===== src/rtl/pattern_serializer.sv =====
// Bit-serial pattern transmitter: accepts a parallel word over valid/ready and
// shifts it out MSB first, optionally repeating it with an idle gap after each pass.
module pattern_serializer #(
    parameter int MAX_LEN = 16,
    parameter int GAP_W   = 4,
    parameter int REP_W   = 4,
    localparam int LEN_W  = $clog2(MAX_LEN) + 1,
    localparam int IDX_W  = $clog2(MAX_LEN)
) (
    input  logic               clk,
    input  logic               rst,
    input  logic [MAX_LEN-1:0] pat_data,
    input  logic [LEN_W-1:0]   pat_len,
    input  logic [REP_W-1:0]   pat_repeat,
    input  logic [GAP_W-1:0]   pat_gap,
    input  logic               pat_valid,
    output logic               pat_ready,
    output logic               dout,
    output logic               dout_valid,
    output logic               done,
    output logic               busy
);

    typedef enum logic [1:0] {
        S_IDLE,
        S_SHIFT,
        S_GAP
    } state_t;

    state_t             state_q, state_n;
    logic [MAX_LEN-1:0] data_q, data_n;
    logic [LEN_W-1:0]   len_q, len_n;
    logic [GAP_W-1:0]   gap_q, gap_n;
    logic [REP_W-1:0]   pass_q, pass_n;
    logic [LEN_W-1:0]   bit_q, bit_n;
    logic [GAP_W-1:0]   gapcnt_q, gapcnt_n;
    logic               more_q, more_n;

    logic               accept;
    logic               end_of_pass;
    logic [LEN_W-1:0]   len_eff;
    logic [IDX_W-1:0]   bit_idx;
    logic               dout_n, dout_valid_n, done_n, busy_n, ready_n;

    assign accept      = pat_valid && pat_ready && (state_q == S_IDLE);
    assign end_of_pass = (bit_q == len_q - LEN_W'(1));
    assign len_eff     = (pat_len == '0 || pat_len > LEN_W'(MAX_LEN)) ? LEN_W'(MAX_LEN) : pat_len;

    // NOTE: every signal gets its hold value first so no path can infer a latch.
    always_comb begin
        state_n  = state_q;
        data_n   = data_q;
        len_n    = len_q;
        gap_n    = gap_q;
        pass_n   = pass_q;
        bit_n    = bit_q;
        gapcnt_n = gapcnt_q;
        more_n   = more_q;

        case (state_q)
            S_IDLE: begin
                if (accept) begin
                    state_n  = S_SHIFT;
                    data_n   = pat_data;
                    len_n    = len_eff;
                    gap_n    = pat_gap;
                    pass_n   = pat_repeat;
                    bit_n    = '0;
                    gapcnt_n = '0;
                    more_n   = 1'b0;
                end
            end
            S_SHIFT: begin
                if (end_of_pass) begin
                    // more_q remembers across the gap whether another pass follows
                    more_n = (pass_q != '0);
                    if (pass_q != '0)
                        pass_n = pass_q - REP_W'(1);
                    bit_n = '0;
                    if (gap_q != '0) begin
                        state_n  = S_GAP;
                        gapcnt_n = gap_q - GAP_W'(1);
                    end else if (pass_q == '0) begin
                        state_n = S_IDLE;
                    end
                end else begin
                    bit_n = bit_q + LEN_W'(1);
                end
            end
            S_GAP: begin
                if (gapcnt_q == '0) begin
                    bit_n   = '0;
                    state_n = more_q ? S_SHIFT : S_IDLE;
                end else begin
                    gapcnt_n = gapcnt_q - GAP_W'(1);
                end
            end
            default: state_n = S_IDLE;
        endcase
    end

    // Outputs are registered, so they are derived from the next-cycle values.
    assign bit_idx      = IDX_W'(len_n - LEN_W'(1) - bit_n);
    assign dout_valid_n = (state_n == S_SHIFT);
    assign dout_n       = dout_valid_n & data_n[bit_idx];
    assign done_n       = dout_valid_n && (bit_n == len_n - LEN_W'(1)) && (pass_n == '0);
    assign busy_n       = (state_n != S_IDLE);
    assign ready_n      = (state_n == S_IDLE);

    // NOTE: sequential state uses non-blocking assignments so all registers update together.
    always_ff @(posedge clk or posedge rst) begin
        if (rst) begin
            state_q    <= S_IDLE;
            data_q     <= '0;
            len_q      <= '0;
            gap_q      <= '0;
            pass_q     <= '0;
            bit_q      <= '0;
            gapcnt_q   <= '0;
            more_q     <= 1'b0;
            dout       <= 1'b0;
            dout_valid <= 1'b0;
            done       <= 1'b0;
            busy       <= 1'b0;
            pat_ready  <= 1'b1;
        end else begin
            state_q    <= state_n;
            data_q     <= data_n;
            len_q      <= len_n;
            gap_q      <= gap_n;
            pass_q     <= pass_n;
            bit_q      <= bit_n;
            gapcnt_q   <= gapcnt_n;
            more_q     <= more_n;
            dout       <= dout_n;
            dout_valid <= dout_valid_n;
            done       <= done_n;
            busy       <= busy_n;
            pat_ready  <= ready_n;
        end
    end

endmodule


===== config.mk =====
export PLATFORM = sky130hd
export DESIGN_NAME = pattern_serializer
export DESIGN_NICKNAME = d
export VERILOG_FILES = /design/src/rtl/pattern_serializer.sv
export SDC_FILE = /design/constraint.sdc
export NUM_CORES = 1
export LEC_CHECK = 0
export CORE_MARGIN = 8
export CORE_UTILIZATION = 45
export CTS_BUF_LIST = sky130_fd_sc_hd__clkbuf_2
export CTS_CLUSTER_SIZE = 20
export DETAILED_ROUTE_END_ITERATION = 16
export GPL_ROUTABILITY_DRIVEN = 1
export PLACE_DENSITY = 0.65
export SYNTH_ARGS = -nofsm -noshare
export SYNTH_HDL_FRONTEND = slang
export SYNTH_SLANG_ARGS = --single-unit

===== constraint.sdc =====
create_clock -name clk -period 6.1 [get_ports clk]
set_input_delay 1.525 -clock clk [delete_from_list [all_inputs] [get_ports clk]]
set_output_delay 1.525 -clock clk [all_outputs]
set_load 0.02 [all_outputs]

* Yosys cells after proc, flatten, opt, wreduce, memory -nomap -nowiden
Cells that the tools add are included.
Widths: inputs -> output; s select.
** Word-level totals
- Flip-flop bits (word level) :: 46
- Bits of input ports :: 32
- Output and inout port bits :: 5
- Logic and storage cells :: 81
** Cells by class
- $add $sub $neg :: 7
- $lt $le $gt $ge :: 2
- Equality and inequality tests :: 9
- Mux-type cells :: 30
- Bitwise gates (word level) :: 1
- Reduce and logical (&&, ||, !) cells :: 19
** Operators with widths (count)
- $mux 16 :: 2
- $mux 5 :: 6
- $mux 4 :: 7
- $pmux 5 s3 :: 1
- $logic_not 4->1 :: 3
- $pmux 4 s3 :: 1
- $sub 4x1->4 const B :: 3
- $eq 5x5->1 :: 2
- $mux 2 :: 5
- $sub 5x1->5 const B :: 2
- $ne 2x2->1 const B :: 4
- $pmux 4 s2 :: 1
- $reduce_bool 4->1 :: 2
- $pmux 2 s3 :: 1
- $add 5x1->5 const B :: 1
- $gt 5x5->1 const B :: 1
- $logic_not 5->1 :: 1
- $lt 4x5->1 const B :: 1
- $reduce_and 5->1 :: 1
- $bmux 1 s4 :: 1
- $eq 2x1->1 const B :: 2
- $logic_and 1x1->1 :: 4
- $logic_not 2->1 :: 2
- $mux 1 :: 4
- other kinds (9) :: 10

* Depth between registers and ports, before layout
- Depth in word-level cells :: 10
- Gate-level depth with buffers :: 15
- Depth with buffers taken out :: 14

* Worst setup path before layout
Ideal clock, no wire load.
- Path kind :: input-to-reg
- Start point :: input port pat_len[0]
- End point :: register dout
- Library setup time :: 127 ps
- Arrival time :: 4649 ps
- Data required time :: 5973 ps
- Slack :: 1324 ps
- Stages on the path :: 11
- Buffers on the path :: 0
- Path through :: or4_1 > ha_1 > nor2b_1 > a21oi_1 > ha_1 > fa_1 > xor2_1 > mux4_2 > mux4_2 > nand2_1 > mux2i_1
** Between the ends
- Word-level cells in the longest chain between the ends :: 10
- Elaborated cells on any way between the ends :: 11
- Classes of those cells :: add/sub: 2; order compare: 1; mux: 5; bitwise: 1; reduce/logical: 2
** RTL lines
- start, declared :: line 13 : input logic [LEN_W-1:0] pat_len,
- $gt 5x5->1 / $logic_not 5->1 (equally long branches) :: line 47 : assign len_eff = (pat_len == '0 || pat_len > LEN_W'(MAX_LEN)) ? LEN_W'(MAX_LEN) : pat_len;
- $logic_or 1x1->1 :: line 47
- $mux 5 * :: line 47
- $mux 5 * :: line 62 : if (accept) begin
- $mux 5 * :: line 60 : case (state_q)
- $sub 5x1->5 *
- $sub 4x4->4 * :: line 103 : assign bit_idx = IDX_W'(len_n - LEN_W'(1) - bit_n);
- $bmux 1 s4 * :: line 105 : assign dout_n = dout_valid_n & data_n[bit_idx];
- $mux 1 (not written as such) * :: line 105
- $and 1x1->1 * :: line 105
- via dout_n :: line 43 : logic dout_n, dout_valid_n, done_n, busy_n, ready_n;
- end signal, assigned :: line 135 : dout <= dout_n;
- end, declared :: line 18 : output logic dout,
Mark *: on every way through the listed nets, which the timed path passes. The rest lies on a longest branch. The select of a mux whose other input is x is not followed.
A chain may end at the register's enable or synchronous reset.

* Worst setup path in the final report
- Start point :: input port pat_len[0]
- End point :: register dout
** Between the ends
- Word-level cells in the longest chain between the ends :: 10
- Elaborated cells on any way between the ends :: 11
- Classes of those cells :: add/sub: 2; order compare: 1; mux: 5; bitwise: 1; reduce/logical: 2
** RTL lines
- $gt 5x5->1 / $logic_not 5->1 (equally long branches) :: line 47
- $logic_or 1x1->1 :: line 47
- $mux 5 * :: line 47
- $mux 5 * :: line 62
- $mux 5 * :: line 60
- via len_n[0] :: line 32 : logic [LEN_W-1:0] len_q, len_n;
- $sub 5x1->5 *
- $sub 4x4->4 * :: line 103
- $bmux 1 s4 * :: line 105
- $mux 1 (not written as such) * :: line 105
- $and 1x1->1 * :: line 105
- via dout_n :: line 43
Marked as above.

==> summary by stage <==
Timing
The final critical path time including I/O delays and setup is roughly 5000 ps. The final critical-path setup slack is around 1100 ps. The total count of hold-check failures in the final report is 0. Headroom to the max-slew limit came out at 0.350. The final setup skew is about 26 ps. The setup TNS is 0 ps.

The number of pins with negative max-slew slack in the final report is 0. For the pin with the worst max-slew slack, the measured transition is 974 ps. The timing-limited maximum frequency is around 0.20 GHz.

Across all hold checks on the routed design, the worst slack comes to 504 ps. The setup-violating endpoint count in the final report is 0. In the finished design, the share of the clock period the worst path needs comes to 0.823. Setup repair after global routing left no endpoint under its margin.

Place
The final weighted congestion in routability-driven placement is approximately 0.83. The pre-CTS worst setup slack is roughly 550 ps. The count of input and output buffers is 36. The area after detailed placement is ~3300 um^2. The detailed-placement wirelength estimate is between 4 and 5 mm.

Yosys
Summing every instance area after synthesis gives about 3000 um^2. The async set-or-reset flop fraction in the synthesized netlist is 1.00. After synthesis, the mean cell area works out to 9.58 um^2.

The synthesized instance count is between 300 and 400. The number of warning messages in the yosys log is 0. The dominant synthesized flop cell is dfrtp_1.

Counting flops with a built-in enable in the synthesized netlist gives 0. The net count of the mapped netlist is 352. The synthesized flop and latch total is 46. The number of distinct library cells after synthesis is 61. The share of synthesized area occupied by flip-flops and latches is 0.393.

Power and ir drop
In this run the power spent charging and discharging nets is 942 uW. The share of total power dissipated in the clock network is 0.098. Cell internal power was estimated by the tool at between 1 and 1.5 mW. IR analysis of the VDD net gives a maximum drop of between 0.2 and 0.3 mV. The total power of the final layout is 2.17 mW. Summed over all cells, the static leakage comes to 1.61 nW. The share of total power dissipated in combinational logic is 0.640. Dividing total power by cell area gives a power density of approximately 630 nW/um^2. Of the total power, registers draw 0.261. The switching share of total power is 0.434.

Clock tree
The clock drives 46 sinks. The number of buffers added by the clock tree synthesis step is 5. The setup fix buffers added after clock tree synthesis is 0. The number of levels the H-tree was split into is 2. The latest clock arrival within the worst-skew pair is between 400 and 500 ps.

The clock transition at the registers of the reported paths is 260 ps. TritonCTS built the clock tree. The cell chosen for the clock root is clkbuf_2. After clock tree synthesis, the flow added hold-fix buffers numbering 0. The quantity of gates resized following cts is 0. The clock passes through at most 2 buffers.

Worst setup path
The signal on the critical path passes through clkdlybuf4s50_1 -> or4_1 -> ha_1 -> nor2b_1 -> a21oi_1 -> inv_1 -> ha_1 -> fa_1 -> xor2_1 -> mux4_2 -> mux4_2 -> nand2_1 -> mux2i_1. The classification of the worst setup path is input port to register. The setup slack on the worst flop-to-flop path is about 1800 ps. For this run, the slowest stage of the critical path takes ~600 ps. The slowest stage of the critical path belongs to the cell xor2_1. The capturing element type of the critical path is a register.

The startpoint type of the worst setup path is an input port. The maximum net fanout on the critical path is 8. The arrival time of the worst setup path is ~5400 ps. The worst endpoint required time is 6470 ps.

Routing
The first detailed-routing pass ran for 4 iterations. Detailed routing inserted a total of 2277 vias. The detailed router finished its first iteration with 102 violations. Wires add up to approximately 6.2 mm.

After detailed routing, the number of vias per cell comes to between 5 and 6. The final routed wire length divided by cell count is 15.0 um. For this run, design rule violations remaining after detail routing come to 0. The final antenna-violating net count is 0.

Finish
The number of filler instances in the final layout is 603. The total area of sequential cells is between 1000 and 1500 um^2. The share of layout cells above drive strength 1 is 0.0971.

The area of combinational cells with multiple inputs is between 1500 and 2000 um^2. The final layout net count is around 390. Leaving out fill and tap cells, the most frequent cells in the layout are nand2_1, dfrtp_1, clkdlybuf4s50_1. The finished cells cover ~3400 um^2. Relative to the synthesized area, the layout overhead comes to 17.1%. The number of antenna diodes in the final layout is 0.

The most common library cell in the layout ignoring fill and taps is nand2_1.

Global routing
Across every metal layer, demand over resource in global routing totals 0.137. The first-pass GRT wire length is roughly 11 mm. The number of antenna violations at the first check in global routing came to 0. The sum of overflow across all layers after global routing is 0. The number of global-route vias before repair came to between 2000 and 2500. Entering global routing, the biggest net connects 47 pins.

Die
The y dimension of the die is 96.7 um. In this run the core area contains 29 standard-cell rows. The floorplan core area is 6310 um^2.

The initial core utilization is 0.465. The floorplan die area is between 9000 and 10000 um^2. The floorplan step set the die width to slightly below 100 um.

The number of placed I/O pins is 37.

Worst hold path
In this run the worst hold path is classified as register to register.

Job
The count of max-cap constraint violations is 0.

Status
The run finished with clean final reports.
-- critical path, delay by kind of cell --
family / cells / cell delay (ps)
AOI/OAI and AO/OA: 1 / 220
adders and majority gates: 3 / 920
buffers and inverters: 2 / 530
and+or+nand+nor: 3 / 640
muxes: 3 / 950
xor gates and xnor gates: 1 / 610
-- layer usage --
metal,vias up,wire length [um],GRT usage
met5,-,0,0
met4,0,55,0.0320
met3,6,249,0.0363
met2,34,2870,0.213
met1,1100,3070,0.186
li1,1137,-,-
-- final timing paths --
path | start | to | cells after the start
setup / recovery | pat_len[0] | dout | 13
hold reg to reg | data_q[9] | data_q[9] | 2
max in group asynchronous | rst | len_q[1] | 2
min in group asynchronous | rst | data_q[7] | 2
setup reg to reg | len_q[0] | dout | 14
hold / removal | data_q[9] | data_q[9] | 2
-- cell type report --
type | count | share of cell area
Clock buffer | 5 | 0.00729
Clock inverter | 3 | 0.0186
Inverter | 24 | 0.0262
Multi-Input combinational cell | 224 | 0.475
Sequential cell | 46 | 0.336
Tap cell | 77 | 0.0281
Timing Repair Buffer | 38 | 0.109
-- cell families after synthesis --
| kind of cell | after synthesis | synth area share |
|---|---|---|
| fa+ha+maj | 14 | 0.0623 |
| simple gates | 118 | 0.183 |
| compound gates | 53 | 0.139 |
| xor+xnor | 17 | 0.0508 |
| flops | 46 | 0.393 |
| buf+inv | 36 | 0.0512 |
| mux | 22 | 0.121 |
-- metrics by stage --
step                instances  utilization
floorplan                 306            -
finish                    417        0.544
global route              417        0.544
CTS                       417        0.544
detailed placement        409        0.530
global placement          409        0.530
-- cells in the mapped netlist, drive strengths merged, types with 8 or more instances --
| cell | instances | area [um^2] |
|---|---|---|
| xor2 | 9 | 78.8 |
| nand3 | 11 | 60.1 |
| nor2 | 12 | 45.0 |
| ha | 13 | 163 |
| mux4 | 10 | 225 |
| mux2i | 8 | 80.1 |
| buf | 9 | 48.8 |
| dfrtp | 45 | 1130 |
| xnor2 | 8 | 70.1 |
| nand2 | 71 | 267 |
| inv | 24 | 90.1 |
| o21ai | 9 | 45.0 |
-- power groups by stage --
stage / logic [mW] / registers, mW / clock network, mW
floorplan: 1.13 / 0.549 / 0
global placement: 1.37 / 0.576 / 0
detailed placement: 1.39 / 0.574 / 0
CTS: 1.40 / 0.567 / 0.218
global route: 1.56 / 0.588 / 0.231
finish: 1.39 / 0.568 / 0.214
-- sequential cells by signal (all words and copies together), names as in the netlist, 2 cells and up --
name	count
gap_q	4
data_q	16
pass_q	4
gapcnt_q	4
bit_q	5
len_q	5
state_q	2
No activity file was read; power rests on OpenSTA's default activity.
